--- src/rtl/delta_spike_decoder.sv ---
// Delta-modulation spike decoder: saturating step accumulator feeding a small
// output FIFO (ready/valid), plus per-window up/down spike rate counters.
module delta_spike_decoder #(
  parameter int ACC_W      = 8,
  parameter int FIFO_DEPTH = 4,
  parameter int WINDOW     = 16,
  parameter int CNT_W      = 5
) (
  input  logic             clk,
  input  logic             reset,
  input  logic             in_valid,
  input  logic [1:0]       spike,
  input  logic [3:0]       step,
  input  logic             init_load,
  input  logic [ACC_W-1:0] init_value,
  input  logic             out_ready,
  output logic             out_valid,
  output logic [ACC_W-1:0] out_data,
  output logic [CNT_W-1:0] up_count,
  output logic [CNT_W-1:0] down_count,
  output logic             win_done,
  output logic             err_illegal,
  output logic             err_overflow
);

  localparam int PTR_W = (FIFO_DEPTH > 1) ? $clog2(FIFO_DEPTH) : 1;
  localparam int OCC_W = PTR_W + 1;
  localparam int WIN_W = $clog2(WINDOW + 1);

  logic [ACC_W-1:0] acc, acc_next;
  logic [ACC_W:0]   step_ext, sum, diff;
  logic             is_up, is_down, push, pop, full, push_ok;

  logic [ACC_W-1:0] mem [FIFO_DEPTH];
  logic [PTR_W-1:0] wr_ptr, rd_ptr;
  logic [OCC_W-1:0] occ;

  logic [WIN_W-1:0] win_cnt;
  logic [CNT_W-1:0] up_acc, down_acc, up_next, down_next;
  logic             win_last;

  // One extra bit of headroom lets both the carry-out and the borrow be seen before clamping.
  always_comb begin
    step_ext = {{(ACC_W-3){1'b0}}, step};
    sum      = {1'b0, acc} + step_ext;
    diff     = {1'b0, acc} - step_ext;
    is_up    = in_valid && (spike == 2'b01);
    is_down  = in_valid && (spike == 2'b10);
    acc_next = acc;
    push     = 1'b0;
    if (init_load) begin
      acc_next = init_value;
    end else if (is_up) begin
      acc_next = sum[ACC_W] ? '1 : sum[ACC_W-1:0];
      push     = 1'b1;
    end else if (is_down) begin
      acc_next = diff[ACC_W] ? '0 : diff[ACC_W-1:0];
      push     = 1'b1;
    end
  end

  always_ff @(posedge clk) begin
    if (reset) acc <= '0;
    else       acc <= acc_next;
  end

  assign out_valid = (occ != '0);
  assign out_data  = out_valid ? mem[rd_ptr] : '0;
  assign pop       = out_valid && out_ready;
  assign full      = (occ == OCC_W'(FIFO_DEPTH));
  // A pop in the same cycle frees the slot, so a full queue can still accept.
  assign push_ok   = push && (!full || pop);

  always_ff @(posedge clk) begin
    if (push_ok) mem[wr_ptr] <= acc_next;
  end

  always_ff @(posedge clk) begin
    if (reset) begin
      wr_ptr <= '0;
      rd_ptr <= '0;
      occ    <= '0;
    end else begin
      if (push_ok) wr_ptr <= wr_ptr + PTR_W'(1);
      if (pop)     rd_ptr <= rd_ptr + PTR_W'(1);
      case ({push_ok, pop})
        2'b10:   occ <= occ + OCC_W'(1);
        2'b01:   occ <= occ - OCC_W'(1);
        default: occ <= occ;
      endcase
    end
  end

  always_ff @(posedge clk) begin
    if (reset) begin
      err_illegal  <= 1'b0;
      err_overflow <= 1'b0;
    end else begin
      if (in_valid && (spike == 2'b11)) err_illegal  <= 1'b1;
      if (push && !push_ok)             err_overflow <= 1'b1;
    end
  end

  // Window counters see the raw spike field, independent of init_load.
  always_comb begin
    up_next   = (in_valid && spike == 2'b01 && up_acc   != '1) ? up_acc   + CNT_W'(1) : up_acc;
    down_next = (in_valid && spike == 2'b10 && down_acc != '1) ? down_acc + CNT_W'(1) : down_acc;
    win_last  = in_valid && (win_cnt == WIN_W'(WINDOW - 1));
  end

  always_ff @(posedge clk) begin
    if (reset) begin
      win_cnt    <= '0;
      up_acc     <= '0;
      down_acc   <= '0;
      up_count   <= '0;
      down_count <= '0;
      win_done   <= 1'b0;
    end else begin
      win_done <= 1'b0;
      if (win_last) begin
        up_count   <= up_next;
        down_count <= down_next;
        win_done   <= 1'b1;
        win_cnt    <= '0;
        up_acc     <= '0;
        down_acc   <= '0;
      end else if (in_valid) begin
        win_cnt  <= win_cnt + WIN_W'(1);
        up_acc   <= up_next;
        down_acc <= down_next;
      end
    end
  end

endmodule

--- config.mk ---
export PLATFORM = sky130hd
export DESIGN_NAME = delta_spike_decoder
export DESIGN_NICKNAME = d
export VERILOG_FILES = /design/src/rtl/delta_spike_decoder.sv
export SDC_FILE = /design/constraint.sdc
export NUM_CORES = 1
export LEC_CHECK = 0
export CAP_MARGIN = 40
export CORE_UTILIZATION = 60
export CTS_CLUSTER_SIZE = 8
export DETAILED_ROUTE_END_ITERATION = 7
export DONT_BUFFER_PORTS = 1
export PLACE_DENSITY = 0.78
export SKIP_LAST_GASP = 1
export SYNTH_ARGS = -nofsm -noshare
export SYNTH_HDL_FRONTEND = slang
export SYNTH_SLANG_ARGS = --single-unit
--- constraint.sdc ---
create_clock -name clk -period 3.55 [get_ports clk]
set_clock_uncertainty 0.05 [all_clocks]
set_input_delay 0.8875 -clock clk [delete_from_list [all_inputs] [get_ports clk]]
set_output_delay 0.8875 -clock clk [all_outputs]
set_load 0.02 [all_outputs]
# --- Word-level counts from Yosys, hierarchy flattened ---
# Memories as Yosys holds them, arrays and structs flattened. A register that Yosys moved wholly into a read port is not among the register bits.
# Index checks and enable logic that the tools add are counted.
word_totals:
  ff_bits: 43
  latch_bits: 0
  ramBits: 32
  romBits: 0
  input_bits: 19
  elab_cells: 63
  mem_count: 1
memory_table:
  columns: ["memory", "depth", "width", "read_ports", "rd_clocked_by_memory_dff", "wr", "line_no", "rtl"]
  rows:
  - ["mem", 4, 8, 1, 1, 1, "34", "logic [ACC_W-1:0] mem [FIFO_DEPTH];"]
op_classes:
  add_sub_neg: 9
  n_mul: 0
  n_div: 0
  order_cmp: 0
  eq_ne: 9
  n_shift: 0
  mux: 17
  n_bitwise: 0
  reduce_logical: 15
op_table:
  columns: ["op", "n"]
  rows:
  - ["$mux W8", 6]
  - ["$add A5 B1 Y5 const B", 3]
  - ["$mux W5", 2]
  - ["$ne A5 B5 Y1 const B", 2]
  - ["$add A8 B4 Y9", 1]
  - ["$logic_and A1 B1 Y1", 9]
  - ["$sub A8 B4 Y9", 1]
  - ["$eq A2 B2 Y1 const B", 3]
  - ["$mux W1", 6]
  - ["$pmux W3 S2", 1]
  - ["$eq A5 B4 Y1 const B", 1]
  - ["$add A2 B1 Y2 const B", 2]
  - ["$eq A2 B1 Y1 const B", 2]
  - ["$mux W2", 2]
  - ["$add A3 B1 Y3 const B", 1]
  - ["$eq A3 B3 Y1 const B", 1]
  - ["$reduce_bool A3 Y1", 1]
  - ["$sub A3 B1 Y3 const B", 1]
  - ["$logic_not A1 Y1", 2]
  - ["$reduce_bool A2 Y1", 1]
  - ["$reduce_or A2 Y1", 1]
  - ["$logic_or A1 B1 Y1", 1]

# --- Depth between registers and ports, before layout ---
# Gate-level depths: netlist of run 1.
depth:
  ltp_word: 8
  mapped_depth: 9

# --- Worst setup path before layout of run 1 ---
# Ideal clock, no wire load.
synth_path:
  path_kind: "in2reg"
  start: "input port step[0]"
  end: "memory mem[0][3] (data pin)"
  setup_ns: 0.281
  arrival_time_ns: 2.436
  required_ns: 3.219
  path_slack_ns: 0.783
  stages: 8
  cell_sequence: "ha_1 > inv_1 > fa_1 > a21o_1 > a2111oi_4 > nand2b_1 > o211a_1 > a21oi_1"
synth_between:
  elab_chain_len: 5
  elab_cells_between_ends: 7
  cone_classes: "2 x add/sub; 5 x mux"
synth_rtl:
  columns: ["element", "line_no", "rtl"]
  rows:
  - ["from (decl)", "13", "input logic [3:0] step,"]
  - ["$sub A8 B4 Y9", "46", "diff = {1'b0, acc} - step_ext;"]
  - ["$mux W8", "57", "acc_next = diff[ACC_W] ? '0 : diff[ACC_W-1:0];"]
  - ["$mux W8", "56", "end else if (is_down) begin"]
  - ["$mux W8 (*)", "53", "end else if (is_up) begin"]
  - ["$mux W8 (*)", "51", "if (init_load) begin"]
  - ["named net acc_next[3]", "30", "logic [ACC_W-1:0] acc, acc_next;"]
  - ["to (decl)", "34", null]
# The timed path passes the listed nets; every way through them passes the cells marked *.

==> summary.md, run 1 <==
| Metric | Value |
|---|---|
| Run status | `complete, no violations` |
| Clock buffer depth | `2` |
| Worst hold margin | `0.4351 ns` |
| M1 WL | `3421 um` |
| Clk_lat worst skew | `between 0.3 and 0.4 ns` |
| Min cycle time layout | `2.795 ns` |
| Top_reg_cell synth | `dfxtp_1` |
| Flops & latches, synth | `77` |
| Die footprint | `6811 sq um` |
| CP Max Fanout | `8` |
| Largest net degree at the start of global routing | `21` |
| Worst hold path class | `register to register` |
| Tcrit/Tclk final | `0.7873` |
| Initial core utilization | `0.6383` |
| Worst-Margin Slew | `0.7969 ns` |
| Lkg Pwr | `0.001509 uW` |
| Crit path DAT | `1.86 ns` |
| Maximum clock rate | `around 360 MHz` |
| Synth Instances | `approximately 360` |
| Buffers on Ports | `0` |
| Post-DP HPWL | `between 5000 and 6000 um` |
| Post-Route Setup TNS | `0 ns` |
| Crit-path cells | `mux4_2, and2_1` |
| Via density | `6.145` |
| H-tree depth | `3` |
| Ports | `41` |
| Yosys warns | `0` |
| Largest stage delay, worst path | `0.69 ns` |
| Count of pins over their slew limit | `0` |
| Core footprint | `just over 6000 sq um` |
| Most frequent cells in the layout | `45 x dfxtp_1, 36 x nor2_1, 32 x edfxtp_1` |
| Global-route usage over all layers | `0.2368` |
| Share of cells above drive strength 1 | `0.09444` |
| Row count | `28` |
| # diodes | `0` |
| Synth Cell Area | `3891 sq um` |
| RSZ-0062 raised after global routing | `false` |
| Slew headroom | `0.4687` |
| Routability cong. | `0.8530` |
| DR WL met2 | `3639 um` |
| Drt total wl | `7469 um` |
| Clock root buffer | `clkbuf_8` |
| Crit. End Element | `output port` |
| Commonest non-fill, non-tap cell in the layout | `dfxtp_1` |
| # fillers | `around 480` |
| Seq/Total Area, Yosys | `0.4785` |
| Die Ht | `82.53 um` |
| Syn avg cell area | `between 10 and 15 sq um` |
| Worst Hold Depth | `2` |
| Startpoint Class | `register` |
| Distinct cells, synth | `55` |
| Via count | `2673` |
| Global-route wire length before repair | `11780 um` |
| Critical path class | `register to output port` |
| Max_cap viols | `0` |
| # clock sinks | `77` |
| Initial antenna violation count | `0` |
| Hold Buf Count CTS | `0` |
| Inserted Clock Buffers | `9` |
| Post-CTS Setup Bufs | `0` |
| CTS tree | `built` |
| Antenna viol nets, final | `0` |
| Placed Cells | `419` |
| Hold Violations, Final | `0` |
| Clock Pin Slew Worst Setup and Hold Paths | `0.08 ns` |
| Grt ovf | `0` |
| Mapped Nets | `404` |
| Setup violations, final | `0` |
| Nets@finish | `396` |
| Wire length on met3 | `316 um` |
| Top Metal Used | `met4` |
| Reg2Reg Depth | `9` |
| Async SR Flop Fraction | `0` |
| Peak supply drop | `0.3032 mV` |
| Pwr Density | `473.4 nW/um^2` |
| DRC | `0` |
| Critical Path RT | `about 2.6 ns` |
| First DRT Iteration DRCs | `between 100 and 150` |
| Vias in the first global route | `2484` |
| Synthesis-to-layout area growth | `6.238%` |
| Die width | `82.53 um` |
| Post-cts sizing count | `0` |
| Post-synth EDFFs | `32` |
| CP max-delay cell | `dfxtp_1` |
| Drt first pass iters | `4` |
| Non-filler cells, final | `between 400 and 500` |
| Routed WL per cell | `between 15 and 20 um` |
## metal layers
metal,vias up,track usage
met5,-,0
met4,0,0.08276
met3,7,0.05385
met2,67,0.3909
met1,1302,0.3063
li1,1297,-
## worst max-delay path, delay by kind of cell, from the launching register on
family,cells,cell delay (ns)
mux,1,0.58
flops,1,0.69
simple gates,1,0.24
## worst paths after layout
kind	startpoint	end	slack [ns]
max reg2reg	acc[0]$_SDFF_PP0_	mem[0][7]$_DFFE_PP_	0.98
min	win_cnt[4]$_SDFFE_PP0P_	win_cnt[4]$_SDFFE_PP0P_	0.44
min reg2reg	win_cnt[4]$_SDFFE_PP0P_	win_cnt[4]$_SDFFE_PP0P_	0.44
max	register	out_data[2]	0.75
## power by group
| group | internal (uW) | switching [uW] | total [uW] |
|---|---|---|---|
| Clock | 468 | 317 | 784 |
| Combinational | 82.3 | 115 | 198 |
| Sequential | 948 | 26.6 | 975 |
## cell usage after synthesis, types with 5 or more instances
cell | number | area share
nor2b_1 | 5 | 0.0080
o21ai_0 | 13 | 0.017
ha_1 | 19 | 0.061
buf_2 | 5 | 0.0064
a21oi_1 | 15 | 0.019
nor2_1 | 36 | 0.035
dfxtp_1 | 45 | 0.23
nand2_1 | 26 | 0.025
edfxtp_1 | 32 | 0.25
xor2_1 | 11 | 0.025
inv_1 | 17 | 0.016
mux4_2 | 8 | 0.046
and3_1 | 5 | 0.0080
a31oi_1 | 6 | 0.0096
clkbuf_1 | 11 | 0.011
and2_1 | 13 | 0.021
a211oi_1 | 7 | 0.014
mux2i_1 | 8 | 0.021
xnor2_1 | 7 | 0.016
nand3_1 | 8 | 0.010
## final cells by class
| cell class | count | area (sq um) | share of cell area |
|---|---|---|---|
| Tap cell | 75 | 93.84 | 0.02270 |
| Clock inverter | 6 | 110.1 | 0.02663 |
| Clock buffer | 10 | 127.6 | 0.03087 |
| Sequential cell | 77 | 1862 | 0.4504 |
| Inverter | 17 | 63.81 | 0.01544 |
| Timing Repair Buffer | 1 | 7.507 | 0.001816 |
| Multi-Input combinational cell | 249 | 1869 | 0.4522 |
## cells by family after synthesis
kind of cell,Yosys count,share of synthesized area
simple gates,121,0.1611
flops,77,0.4785
compound gates,72,0.1354
buf+inv,37,0.04115
fa+ha+maj,22,0.07653
xor+xnor,18,0.04051
mux,16,0.06688
## stage by stage
step	setup WS [ns]	cell area [sq um]	utilization	total power [uW]
finish	0.7550	4134	0.6782	1957
global route	0.6259	4134	0.6782	2020
CTS	0.7015	4134	0.6782	1957
detailed placement	0.5403	3896	0.6392	1190
global placement	0.6295	3896	0.6392	1183
floorplan	0.7833	3891	-	1163
## registers in the layout, indices dropped and copies added, names as in the netlist, named ones only
register / count
acc: 8
down_acc: 5
down_count: 5
err_illegal: 1
err_overflow: 1
mem: 32
occ: 3
rd_ptr: 2
up_acc: 5
up_count: 5
win_cnt: 5
win_done: 1
wr_ptr: 2
No activity file was read; power rests on OpenSTA's default activity.
==> inputs of run 2 (changes only) <==
Settings changed: CORE_UTILIZATION 60 to 57, PLACE_DENSITY 0.78 to 0.77.
Clock period 3.55 ns to 2.42 ns, I/O delays scaled along.
==> run 2 against run 1 <==
  * First-iteration DRC count grew 23%
  * Clock power grew 35%
  * Register-to-register slack got worse by 0.97 ns
  * Combinational power increased by 73%
  * Die area up 5.1%
  * Critical path type is now register to register
  * Highest routed layer unchanged
==> summary.md, run 2 (synthesis gave the netlist of run 1 again) <==
| Metric | Value |
|---|---|
| Run status | `complete, no violations` |
| Routed WL per cell | `16.71 um (-2.7%)` |
| Worst-Margin Slew | `0.5043 ns (-0.2926 ns)` |
| Routability cong. | `0.8862 (+3.9%)` |
| Global-route wire length before repair | `12580 um (+6.8%)` |
| Sw Ratio | `0.2419 (+0.007504)` |
| Antenna viol nets, final | `0 (unchanged)` |
| Setup ws final | `0.01469 ns (-0.7403 ns)` |
| Lkg Pwr | `0.001608 uW (+6.6%)` |
| Min cycle time layout | `2.405 ns` |
| Tcrit/Tclk final | `0.9939` |
| Critical path class | `register to register` |
| First DRT Iteration DRCs | `151 (+23%)` |
| Most frequent cells in the layout | `44 x dfxtp_1, 35 x nor2_1, 32 x edfxtp_1` |
| Hold Buf Count CTS | `0 (unchanged)` |
| Cell internal pwr | `2144 uW (+43%)` |
| Grt met3 use | `0.05703 (+0.003184)` |
| Largest stage delay, worst path | `0.43 ns (-0.26 ns)` |
| CP Max Fanout | `4 (-4)` |
| Maximum clock rate | `415.7 MHz` |
| Drt total wl | `7603 um (+1.8%)` |
| Via density | `5.855 (-4.7%)` |
| Crit. End Element | `register` |
| CTS tree | `built` |
| # fillers | `494 (+3.1%)` |
| CP max-delay cell | `a2111oi_4` |
| Worst hold path class | `input pin to register` |
| Inserted Clock Buffers | `9 (unchanged)` |
| Startpoint Class | `register` |
| Non-filler cells, final | `455 (+4.6%)` |
| Die footprint | `7161 sq um (+5.1%)` |
| Combinational fraction of design power | `0.121 (+0.020)` |
| Pwr Density | `654.1 nW/um^2 (+38%)` |
| Placed Cells | `437 (+4.3%)` |
| Initial antenna violation count | `0 (unchanged)` |
| Top Family by Delay on Critical Path | `compound AO/OA/AOI/OAI gates` |
| Hold Violations, Final | `0 (unchanged)` |
| Global-route usage over all layers | `0.2304 (-0.006384)` |
| Die Ht | `84.63 um (+2.5%)` |
| Critical Path RT | `2.60 ns (about the same)` |
| Clock Pin Slew Worst Setup and Hold Paths | `0.08 ns (about the same)` |
| Busiest grt layer | `met2` |
| Buffers on Ports | `0 (unchanged)` |
| DRC | `0 (unchanged)` |
| Clk_lat worst skew | `0.35 ns (about the same)` |
| WP buf/inv | `4 (+4)` |
| Slew headroom | `0.6630 (+0.1943)` |
| Vias in the first global route | `2615 (+5.3%)` |
| Initial core utilization | `0.6025 (-0.03586)` |
| Die width | `84.63 um (+2.5%)` |
| Met2 usage | `0.3599 (-0.03097)` |
| Grt ovf | `0 (unchanged)` |
| DP Area | `4034 sq um (+3.5%)` |
| Share of cells above drive strength 1 | `0.1852 (+0.09074)` |
| Reg with most FFs | `mem` |
| RSZ-0062 raised after global routing | `true` |
| Clock buffer depth | `2 (unchanged)` |
| Sequential cell fraction of total power | `0.505 (+0.007)` |
| # clock sinks | `77 (unchanged)` |
| Biggest regs | `mem (32), acc (8)` |
| Clk pwr share | `0.375 (-0.026)` |
| Nets@finish | `414 (+4.5%)` |
| Setup violations, final | `0 (unchanged)` |
| Sw Pwr | `684.3 uW (+49%)` |
| Crit-path cells | `inv_2, ha_2, inv_2, fa_2, a21o_4, a2111oi_4, nor3_2, nor4_2, buf_4, buf_4, nor3_1` |
| Clock root buffer | `clkbuf_8` |
| Pre-CTS WS | `-0.09690 ns (-0.6372 ns)` |
| Number of flip-flops in the largest register | `32 (unchanged)` |
| Commonest non-fill, non-tap cell in the layout | `dfxtp_1` |
| Drt first pass iters | `7 (+3)` |
| Count of pins over their slew limit | `0 (unchanged)` |
| Final instance area | `4324 sq um (+4.6%)` |
| Via count | `2664 (-0.34%)` |
| Crit path DAT | `2.59 ns (+0.73 ns)` |
| Post-DP HPWL | `5397 um (+0.17%)` |
| # diodes | `0 (unchanged)` |
| Row count | `29 (+3.6%)` |
| Largest net degree at the start of global routing | `21 (unchanged)` |
| H-tree depth | `3 (unchanged)` |
| Peak supply drop | `0.3366 mV (+11%)` |
| Core footprint | `6459 sq um (+6.0%)` |
| Ports | `41 (unchanged)` |
| Max_cap viols | `0 (unchanged)` |
| Synthesis-to-layout area growth | `11.13%` |
| M1 GR Usage | `0.3069 (+0.0005733)` |
## run 2: final timing paths
check	from	end	slack, ns	cells after the start
min reg2reg	win_cnt[4]$_SDFFE_PP0P_	win_cnt[4]$_SDFFE_PP0P_	0.44	2
max reg2reg	acc[0]$_SDFF_PP0_	acc[2]$_SDFF_PP0_	0.01	11
min	reset	occ[2]$_SDFFE_PP0P_	0.26	1
max	acc[0]$_SDFF_PP0_	acc[2]$_SDFF_PP0_	0.01	11
## run 2: layout make-up
cell class,instances,area [sq um],share of cell area
Multi-Input combinational cell,249,1929,0.4462
Sequential cell,77,1866,0.4314
Clock buffer,12,176.4,0.04080
Timing Repair Buffer,19,142.6,0.03299
Tap cell,77,96.34,0.02228
Inverter,17,63.81,0.01476
Clock inverter,4,50.05,0.01157
## run 2: metrics by stage
step	TNS, ns	hold slack [ns]	util	total power [uW]
6_report	0	0.2610	0.6695	2828
5_1_grt	-0.5354	0.2322	0.6695	2940
4_1_cts	0	0.2455	0.6596	2822
3_5_place_dp	-2.157	0.4365	0.6246	1775
3_3_place_gp	-1.460	0.4150	0.6246	1767
2_1_floorplan	0	0.4063	-	1709
## run 2: routing by layer
metal / share of wire / wire, um / vias up
li1: - / - / 1336
met5: 0 / 0 / -
met4: 0.011 / 86 / 0
met1: 0.47 / 3567 / 1278
met3: 0.038 / 291 / 6
met2: 0.48 / 3658 / 44
## run 2: what timing repair did
action | in CTS | in global routing
resized for setup | 0 | 15
buffers inserted | 0 | 2
setup endpoints to repair | 0 | 33
## run 2: power groups by stage
stage	clock, uW	combinational [uW]	sequential [uW]
2_1_floorplan	0	268	1440
3_3_place_gp	0	313	1450
3_5_place_dp	0	319	1460
4_1_cts	1080	321	1430
5_1_grt	1130	375	1430
6_report	1060	342	1430
## run 2: worst reg2reg max path: stages, from the launching register on
cell	delay [ns]
dfxtp_4	0.36
inv_2	0.06
ha_2	0.16
inv_2	0.04
fa_2	0.35
a21o_4	0.23
a2111oi_4	0.44
nor3_2	0.09
nor4_2	0.23
buf_4	0.17
buf_4	0.09
nor3_1	0.04
